--- src/rtl/bp_vcache_mem_cmd_buffer.sv ---
// Victim-cache memory command buffer: in-order FIFO toward the network
// plus outstanding-command credit tracking.
module bp_vcache_mem_cmd_buffer #(
  parameter int mem_msg_width_p = 128,
  parameter int els_p           = 4,
  parameter int credits_p       = 8
) (
  input  logic                       clk_i,
  input  logic                       reset_i,
  input  logic [mem_msg_width_p-1:0] mem_cmd_i,
  input  logic                       mem_cmd_v_i,
  output logic                       mem_cmd_ready_o,
  output logic [mem_msg_width_p-1:0] mem_cmd_o,
  output logic                       mem_cmd_v_o,
  input  logic                       mem_cmd_ready_i,
  input  logic                       mem_resp_v_i,
  input  logic                       mem_resp_yumi_i,
  output logic                       credits_full_o,
  output logic                       credits_empty_o,
  output logic                       credit_err_o
);

  localparam int ptr_w = $clog2(els_p);
  localparam int occ_w = $clog2(els_p + 1);
  localparam int cnt_w = $clog2(credits_p + 1);

  logic [mem_msg_width_p-1:0] mem_r [els_p];
  logic [ptr_w-1:0] rptr_r, wptr_r;
  logic [occ_w-1:0] occ_r;
  logic [cnt_w-1:0] cnt_r;
  logic             err_r;
  logic             init_r;

  logic enq, deq, resp, resp_ok;

  assign enq     = mem_cmd_v_i & mem_cmd_ready_o;
  assign deq     = mem_cmd_v_o & mem_cmd_ready_i;
  assign resp    = mem_resp_v_i & mem_resp_yumi_i;
  assign resp_ok = resp & (cnt_r != '0);

  // init_r keeps ready low for the first cycle after reset release
  assign mem_cmd_ready_o = init_r
                         & (occ_r < occ_w'(els_p))
                         & (cnt_r < cnt_w'(credits_p));
  assign mem_cmd_v_o     = (occ_r != '0);
  assign mem_cmd_o       = mem_r[rptr_r];
  assign credits_full_o  = (cnt_r == cnt_w'(credits_p));
  assign credits_empty_o = (cnt_r == '0);
  assign credit_err_o    = err_r;

  always_ff @(posedge clk_i) begin
    if (enq) mem_r[wptr_r] <= mem_cmd_i;
  end

  always_ff @(posedge clk_i or posedge reset_i) begin
    if (reset_i) begin
      rptr_r <= '0;
      wptr_r <= '0;
      occ_r  <= '0;
      cnt_r  <= '0;
      err_r  <= 1'b0;
      init_r <= 1'b0;
    end else begin
      init_r <= 1'b1;
      if (enq) wptr_r <= wptr_r + ptr_w'(1);
      if (deq) rptr_r <= rptr_r + ptr_w'(1);
      unique case ({enq, deq})
        2'b10:   occ_r <= occ_r + occ_w'(1);
        2'b01:   occ_r <= occ_r - occ_w'(1);
        default: occ_r <= occ_r;
      endcase
      cnt_r <= cnt_r + cnt_w'(enq) - cnt_w'(resp_ok);
      if (resp & ~resp_ok) err_r <= 1'b1;
    end
  end

endmodule

--- config.mk ---
export PLATFORM = sky130hd
export DESIGN_NAME = bp_vcache_mem_cmd_buffer
export DESIGN_NICKNAME = d
export VERILOG_FILES = /design/src/rtl/bp_vcache_mem_cmd_buffer.sv
export SDC_FILE = /design/constraint.sdc
export NUM_CORES = 1
export LEC_CHECK = 0
export BUFFER_PORTS_ARGS = -buffer_cell sky130_fd_sc_hd__buf_2
export CORE_MARGIN = 3
export CORE_UTILIZATION = 51
export DETAILED_ROUTE_END_ITERATION = 10
export GPL_TIMING_DRIVEN = 0
export PLACE_DENSITY_LB_ADDON = 0.05
export SLEW_MARGIN = 20
export SYNTH_ARGS = -nofsm -noshare
export SYNTH_HDL_FRONTEND = slang
export SYNTH_SLANG_ARGS = --single-unit
--- constraint.sdc ---
create_clock -name clk_i -period 4.7 [get_ports clk_i]
set_input_delay 0.94 -clock clk_i [delete_from_list [all_inputs] [get_ports clk_i]]
set_output_delay 0.94 -clock clk_i [all_outputs]
set_load 0.05 [all_outputs]
==> results of run 1 <==
==> power groups by stage <==
| stage | Sequential [uW] | Combinational, uW | Clock [uW] |
|---|---|---|---|
| 3_5_place_dp | 5600 | 5520 | 0 |
| 4_1_cts | 5500 | 5530 | 3960 |
| 5_1_grt | 5520 | 5720 | 4160 |
| 3_3_place_gp | 5620 | 5460 | 0 |
| 6_report | 5500 | 5420 | 3860 |
| 2_1_floorplan | 5610 | 4240 | 0 |
==> layout by cell type (no fill, tap or decap) <==
master,Yosys,final
buf_6,11,11
conb_1,1,1
or3_1,1,1
bufinv_16,0,3
mux4_2,128,128
o21ai_0,1,1
nor4bb_1,1,1
clkbuf_8,0,2
buf_2,15,281
buf_16,0,7
dfrtp_1,13,13
a21o_1,1,1
a21oi_1,1,1
edfxtp_1,512,512
clkbuf_16,0,53
buf_4,1,1
clkinv_2,0,4
nor2_1,2,2
and2_4,0,4
a31o_2,1,1
xor2_1,5,5
xnor2_1,3,3
clkinv_1,0,16
nor3b_1,3,3
o31a_1,1,1
nand2_1,3,3
clkbuf_1,3,20
inv_1,12,12
ha_1,11,11
fa_1,2,2
diode_2,0,5
buf_12,0,5
mux2i_1,1,1
==> final timing paths <==
| path | start | to | cells past startpoint |
|---|---|---|---|
| worst max-delay path | rptr_r[1] | mem_cmd_o[77] | 4 |
| worst max register to register | occ_r[2] | mem_r[1][46] | 5 |
| worst min register to register | credit_err_o | credit_err_o | 1 |
| min in group clk_i | credit_err_o | credit_err_o | 1 |
| worst min-delay path | reset_i | init_r | 2 |
| max in group asynchronous | reset_i | cnt_r[1] | 2 |
==> registers in the layout, indices dropped and copies added, names as in the netlist <==
register      cells
cnt_r             4
credit_err_o      1
init_r            1
mem_r           512
occ_r             3
rptr_r            2
wptr_r            2
==> critical path: stages (launching register included) <==
cell and delay, ps:
dfrtp_1 350, clkbuf_1 610, buf_2 440, mux4_2 350
buf_2 240
==> per-stage QoR <==
| step | setup TNS (ps) | cells |
|---|---|---|
| floorplan | 0 | 737 |
| global placement | -129670 | 1507 |
| global route | 0 | 1616 |
| detailed placement | 0 | 1519 |
| CTS | 0 | 1614 |
| finish | 0 | 1619 |
==> area by class of cell <==
type                    count  area (um2)  area share
flip-flops and latches    525       15700       0.680
multi-input cells         170        3270       0.142
repair buffers            278        1620      0.0703
clock buffers              72        1420      0.0614
well taps                 504         631      0.0273
plain buffers              30         218     0.00943
clock inverters            23         170     0.00737
inverters                  12        45.0     0.00195
diodes                      5        12.5    0.000542
==> per-layer routing <==
metal,wire length (um),share of wire,vias up
met3,2640,0.072,55
met5,48,0.0013,-
met1,15000,0.41,4539
met2,18000,0.49,239
met4,800,0.022,8
li1,-,-,3842
==> kinds of logic (layout without fill, tap and decap cells) <==
| group | after synthesis | count (layout) | synth area share |
|---|---|---|---|
| DFF | 525 | 525 | 0.817 |
| muxes | 129 | 129 | 0.150 |
| buffers and inverters | 42 | 415 | 0.0137 |
| and+or+nand+nor | 14 | 14 | 0.00430 |
| adders and majority gates | 13 | 13 | 0.00924 |
| xor gates and xnor gates | 8 | 8 | 0.00364 |
| AOI/OAI and AO/OA | 5 | 5 | 0.00182 |
| other | 1 | 6 | 0.000195 |
==> impl_metrics.tcl, run 1 <==
set metrics [dict create \
    status "completed" \
    syn_to_final_growth_pct 20.1 \
    post_cts_buffers 0 \
    vias 8683 \
    p_sw_uw 5410 \
    drive_gt1_frac 0.450 \
    fin_crit_sh 0.747 \
    p_comb_frac 0.367 \
    cellLeakagePower_uw 0.00790 \
    grtUsageMet1 0.248 \
    max-cap-violations 0 \
    period_needed_ps 3510 \
    required_ps 3760 \
    worstHoldPathType "input port to async pin" \
    cts_buffer_depth 3 \
    synth.largest_area_cell "edfxtp_1" \
    row_count 70 \
    core_mm2 0.0369 \
    rsz0062_at_grt "no" \
    drt_pass1_iterations 4 \
    seqPwrFrac 0.372 \
    io_buffers 266 \
    netlist_top_cells_area "edfxtp_1 80%, mux4_2 15%, dfrtp_1 1.7%" \
    vias_per_cell 5.36 \
    synth_edf_count 512 \
    path_clk_slew_ps 60 \
    fp.dieArea_mm2 0.0401 \
    hold_buffers 0 \
    ys.flop_type "edfxtp_1" \
    ys_async_sr_fraction 0.0248 \
    synthDistinctLibCells 25 \
    start_util 0.521 \
    nNetsFinal 1216 \
    grt.busiest_layer "met2" \
    placed_area_mm2 0.0215 \
    wl_per_cell_um 22.5 \
    antenna_found_initial 8 \
    final-setup-viol-count 0 \
    worstSetupEndpointType "primary output" \
    slew_headroom 0.464 \
    clkSinkCount 525 \
    drc 0 \
    power_density_mw_per_mm2 640 \
    netlist_instances 737 \
    synth.most_common_cell "edfxtp_1" \
    use_met3 0.0531 \
    synth_top_area_frac 0.800 \
    synth_nets 884 \
    dp_slack_ps 1680 \
    overflow 0 \
    path_max_fanout 10 \
    critPathLaunchType "flop" \
    hold_viol 0 \
    crit_arrival_ps 2570 \
    syn_area_per_cell_um2 26.1 \
    clock_latency_ps 580 \
    hpwl_mm 23.2 \
    cts_tree "built" \
    syn_area_mm2 0.0192 \
    worst_slew_pin_slew_ps 804 \
    grt_pass1_wl_mm 55.8 \
    grt_max_degree 46 \
    io_pins 267 \
    final_area_mm2 0.0231 \
    cts_resized 0 \
    seq_area_frac_synth 0.817 \
    place_congestion 0.708 \
    hold_slack_ps 385 \
    worstSetupPathType "flop to primary output" \
    skew_ps 17.9 \
    clockRootBuffer "clkbuf_16" \
    fillers 2562 \
    track_usage 0.184 \
    r2r_slack_ps 2250 \
    slew_violations 0 \
    fmax_mhz 285 \
    grt_pass1_vias 9079 \
    cts_inserted_buffers 52 \
    ir_drop_mv 0.389 \
    grt_util_met2 0.294 \
    final_core_util 0.626 \
    postLayoutSetupSlackWorst_ps 1190 \
    h-tree-depth 2 \
    power.total_uw 14800 \
    die_h_um 200 \
    ys_top_cells_by_count "512 x edfxtp_1, 128 x mux4_2, 15 x buf_2, 13 x dfrtp_1, 12 x inv_1" \
    yosysWarnings 0 \
    synth-seq-cells 525 \
    wl_mm 36.5 \
    drt.antenna.violating_nets 0 \
    drtIter0Drc 516 \
    p_clk_frac 0.261 \
    die_w_um 200 \
    p_sw_frac 0.366 \
    internal_power_uw 9370 \
]
Power figures use the tool's default switching activity.
==> inputs of run 2 (changes only) <==
- ABC_AREA: not set -> 1
- CORE_UTILIZATION: 51 -> 58
- clock period: 4.7 -> 3.46 ns (I/O delays scaled with it)
==> impl_metrics.tcl, run 2 <==
set metrics [dict create \
    seq_area_frac_synth 0.740 \
    crit_arrival_ps 2320 \
    rsz0062_at_grt "no" \
    drt_pass1_iterations 4 \
    worst_slew_pin_slew_ps 678 \
    grt_pass1_wl_mm 71.7 \
    synth_fa_ha_area_frac 0.00837 \
    synthDistinctLibCells 21 \
    place_congestion 0.764 \
    slew_violations 0 \
    path_buf_inv 4 \
    critPathLaunchType "flop" \
    clock_latency_ps 590 \
    hold_buffers 0 \
    vias 13000 \
    synth_top_family_by_area "compound AO/OA/AOI/OAI gates" \
    cts_inserted_buffers 52 \
    nNetsFinal 2086 \
    die_h_um 197 \
    worstHoldPathType "input port to async pin" \
    synth.largest_area_cell "edfxtp_1" \
    syn_area_mm2 0.0212 \
    cellLeakagePower_uw 0.0104 \
    core_mm2 0.0358 \
    netlist_instances 1592 \
    fmax_mhz 332 \
    fillers 2408 \
    hpwl_mm 31.0 \
    io_pins 267 \
    ys.flop_type "edfxtp_1" \
    path_cells "inv_1 -> buf_2 -> buf_2 -> o211ai_1 -> nand2_1 -> buf_2" \
    hold_viol 0 \
    skew_ps 25.3 \
    ir_drop_mv 0.627 \
    final_core_util 0.714 \
    wl_mm 47.5 \
    start_util 0.592 \
    max-cap-violations 0 \
    clockRootBuffer "clkbuf_16" \
    status "completed" \
    antenna_found_initial 13 \
    synth.most_common_cell "edfxtp_1" \
    largest-register "mem_r" \
    row_count 69 \
    post_cts_buffers 0 \
    synth_compound_area_frac 0.0908 \
    worstSetupPathType "flop to primary output" \
    placed_area_mm2 0.0239 \
    path_clk_slew_ps 60 \
    fin_crit_sh 0.871 \
    slowest_stage "dfrtp_1" \
    required_ps 2770 \
    use_met3 0.0537 \
    syn_to_final_growth_pct 20.5 \
    clkSinkCount 525 \
    cp_top_family "buffers and inverters" \
    mostFrequentLayoutCells "512 x edfxtp_1, 408 x nand2_1, 303 x buf_2" \
    reg.largest.list "mem_r x512, cnt_r x4, occ_r x3" \
    track_usage 0.243 \
    final-setup-viol-count 0 \
    period_needed_ps 3010 \
    syn_area_per_cell_um2 13.3 \
    power.total_uw 23500 \
    synth_top_area_frac 0.725 \
    path_max_fanout 10 \
    wl_per_cell_um 19.4 \
    vias_per_cell 5.29 \
    worstSetupEndpointType "primary output" \
    drtIter0Drc 765 \
    cts_resized 0 \
    largest_reg_flops 512 \
    ys_async_sr_fraction 0.0248 \
    drt.antenna.violating_nets 0 \
    drive_gt1_frac 0.229 \
    synth_nets 1739 \
    fp.dieArea_mm2 0.0389 \
    overflow 0 \
    synth_xor_area_frac 0.000826 \
    r2r_slack_ps 510 \
    netlist_top_cells_area "edfxtp_1 72%, o211ai_1 9.1%, nand2_1 7.2%" \
    synth_edf_count 512 \
    grt_pass1_vias 12900 \
    final_area_mm2 0.0256 \
    yosysWarnings 0 \
    drc 0 \
    h-tree-depth 2 \
    die_w_um 197 \
    ys_top_cells_by_count "512 x edfxtp_1, 408 x nand2_1, 281 x inv_1, 256 x o211ai_1, 45 x buf_6" \
    slew_headroom 0.547 \
    grt_util_met2 0.399 \
    crit_top_cell "buf_2" \
    grtUsageMet1 0.325 \
    synth-simple-area-share 0.0770 \
    cts_tree "built" \
    layout_commonest_cell "edfxtp_1" \
    synth-seq-cells 525 \
    power_density_mw_per_mm2 918 \
    grt.busiest_layer "met2" \
    muxShareOfSynthArea 0 \
    grt_max_degree 24 \
    io_buffers 266 \
    cpPeakStageDelay_ps 410 \
    cts_buffer_depth 3 \
]
run 2: cell count changes in the layout (fill, tap and decap cells not counted), sizes merged, moves of 5 or more:
cell,change
nand2,+405
o211ai,+256
nand3,+6
buf,+70
inv,+272
mux4,-128
nor2,+5
run 2: worst reg2reg max path, stage by stage, from the launching register on:
cell     delay, ps
dfrtp_1        430
nor2_1         200
nand3_1        490
nor2_4         690
buf_16         240
buf_12         200
buf_16         180
buf_16         200
run 2: logic make-up after synthesis:
logic type | count (synthesis)
buffers and inverters | 366
DFF | 525
adders and majority gates | 13
and+or+nand+nor | 428
other | 1
xor gates and xnor gates | 2
AOI/OAI and AO/OA | 257
run 2: metrics by stage:
step / instances / hold WS (ps) / setup TNS [ps] / worst slack, ps
3_5_place_dp: 2346 / 450 / 0 / 297
5_1_grt: 2449 / 161 / 0 / 358
2_1_floorplan: 1592 / 446 / -675560 / -1320
6_report: 2452 / 136 / 0 / 447
4_1_cts: 2443 / 124 / 0 / 410
3_3_place_gp: 2319 / 451 / -2119090 / -4180
run 2: worst paths after layout:
kind / cells past startpoint / endpoint / startpoint
hold / removal: 2 / credit_err_o / reset_i
hold reg to reg: 2 / credit_err_o / credit_err_o
min in group clk_i: 1 / mem_r[1][21] / mem_cmd_i[21]
max in group asynchronous: 2 / wptr_r[1] / reset_i
setup reg to reg: 7 / mem_r[0][68] / occ_r[2]
setup / recovery: 6 / mem_cmd_o[39] / rptr_r[1]
run 2: per-layer routing:
layer  vias up  wire [um]
met3        78       3530
met1      6197      19400
met4        14       1140
li1       6273          -
met2       412      23300
met5         -         82
run 2: final cells by class:
type                       count  area (um2)  area share
sequential                   525       15700       0.614
buffer                        84         699      0.0274
clock inverter                25         246     0.00964
multi-input combinational    701        3790       0.148
clock buffer                  72        1450      0.0566
antenna                        9        22.5    0.000881
tap                          461         577      0.0226
timing repair buffer         293        2030      0.0794
inverter                     282        1060      0.0414
run 2: power by group:
group	internal (uW)	switching, uW	leakage [uW]
sequential	7410	120	0.00477
combinational	2610	7770	0.00485
clock	3290	2270	0.000826
==> inputs of run 3 (changes only) <==
- MAX_ROUTING_LAYER: not set -> met4
==> impl_metrics.tcl, run 3 (same netlist as run 2, synthesis figures left out) <==
set metrics [dict create \
    status "completed" \
    path_max_fanout 10 \
    multi_input_area_mm2 0.00379 \
    seqCellArea_mm2 0.0157 \
    cts_inserted_buffers 52 \
    worst_slew_pin_slew_ps 695 \
    wl_per_cell_um 19.3 \
    final-setup-viol-count 0 \
    nNetsFinal 2086 \
    worstSetupEndpointType "primary output" \
    skew_ps 24.5 \
    fin_crit_sh 0.877 \
    grt_max_degree 24 \
    cpPeakStageDelay_ps 410 \
    cts_tree "built" \
    track_usage 0.250 \
    wl_mm 47.5 \
    grt_pass1_wl_mm 71.6 \
    drt_pass1_iterations 5 \
    vias 13000 \
    placed_area_mm2 0.0239 \
    final_area_mm2 0.0256 \
    mostFrequentLayoutCells "512 x edfxtp_1, 408 x nand2_1, 303 x buf_2" \
    rsz0062_at_grt "no" \
    layout_commonest_cell "edfxtp_1" \
    start_util 0.592 \
    largest_reg_flops 512 \
    io_pins 267 \
    worstSetupPathType "flop to primary output" \
    io_buffers 266 \
    final_core_util 0.714 \
    cellLeakagePower_uw 0.0104 \
    post_cts_buffers 0 \
    slowest_stage "dfrtp_1" \
    r2r_start "occ_r[2]" \
    critPathLaunchType "flop" \
    fmax_mhz 330 \
    grt_pass1_vias 12900 \
    clkSinkCount 525 \
    hold_buffers 0 \
    path_cells "inv_1 -> buf_2 -> buf_2 -> o211ai_1 -> nand2_1 -> buf_2" \
    place_congestion 0.774 \
    fp.dieArea_mm2 0.0389 \
    slew_headroom 0.535 \
    h-tree-depth 2 \
    row_count 69 \
    cts_buffer_depth 3 \
    syn_to_final_growth_pct 20.6 \
    largest-register "mem_r" \
    worstHoldPathType "input port to async pin" \
    cts_resized 0 \
    drt.antenna.violating_nets 0 \
    instances_no_fill 2459 \
    hold_viol 0 \
    worst_r2r_path_depth 7 \
    fillers 2404 \
    die_h_um 197 \
    clock_latency_ps 590 \
    drive_gt1_frac 0.229 \
    antenna_found_initial 13 \
    reg.largest.list "mem_r x512, cnt_r x4, occ_r x3" \
    crit_top_cell "buf_2" \
    vias_per_cell 5.29 \
    die_w_um 197 \
    hold_slack_ps 134 \
    power.total_uw 23500 \
    clockRootBuffer "clkbuf_16" \
    max-cap-violations 0 \
    overflow 0 \
    hpwl_mm 31.0 \
    r2r_slack_ps 500 \
    power_density_mw_per_mm2 917 \
    core_mm2 0.0358 \
    ir_drop_mv 0.626 \
    path_clk_slew_ps 60 \
    period_needed_ps 3030 \
    drtIter0Drc 784 \
    slew_violations 0 \
    drc 0 \
    required_ps 2770 \
    r2r_end "mem_r[0][53]" \
    crit_arrival_ps 2340 \
    dp_cells 2346 \
]
## run 3: area by class of cell
cell class,count,share of cell area
Inverter,282,0.0414
Buffer,84,0.0273
Multi-Input combinational cell,701,0.148
Timing Repair Buffer,293,0.0793
Sequential cell,525,0.614
Antenna cell,16,0.00156
Tap cell,461,0.0225
Clock buffer,72,0.0566
Clock inverter,25,0.00963
## run 3: how the worst max path moves through the flow
| stage | start | to | slack [ps] | cells after the start |
|---|---|---|---|---|
| 6_report | rptr_r[1] | mem_cmd_o[39] | 430 | 6 |
| 2_1_floorplan | mem_cmd_v_i | mem_r[0][0] | -1320 | 2 |
| 4_1_cts | rptr_r[1] | mem_cmd_o[39] | 410 | 6 |
| 5_1_grt | rptr_r[1] | mem_cmd_o[8] | 360 | 6 |
| 3_5_place_dp | mem_cmd_v_i | mem_r[0][48] | 300 | 7 |
| 3_3_place_gp | mem_cmd_v_i | mem_r[0][48] | -4180 | 3 |
## run 3: routing by layer
layer	vias up	wire length, um	track usage
li1	6290	-	-
met1	6238	19600	0.326
met2	416	23200	0.399
met3	73	3480	0.0519
met4	0	1170	0.0829
met5	-	0	-
## run 3: critical path, delay by kind of cell, from the launching register on
family,cells,cell delay (ps)
AOI/OAI and AO/OA,1,150
and+or+nand+nor,1,120
DFF,1,410
buffers and inverters,4,1060
## run 3: through the flow
stage               worst slack, ps   TNS, ps
CTS                             410         0
global route                    356         0
finish                          425         0
global placement              -4180  -2119090
detailed placement              297         0
floorplan                     -1320   -675560
## run 3: where the power goes
part           switching (uW)  internal, uW  leakage (uW)  total, uW
Combinational            7770          2620       0.00485      10400
Sequential                120          7410       0.00477       7530
Clock                    2260          3290      0.000826       5550
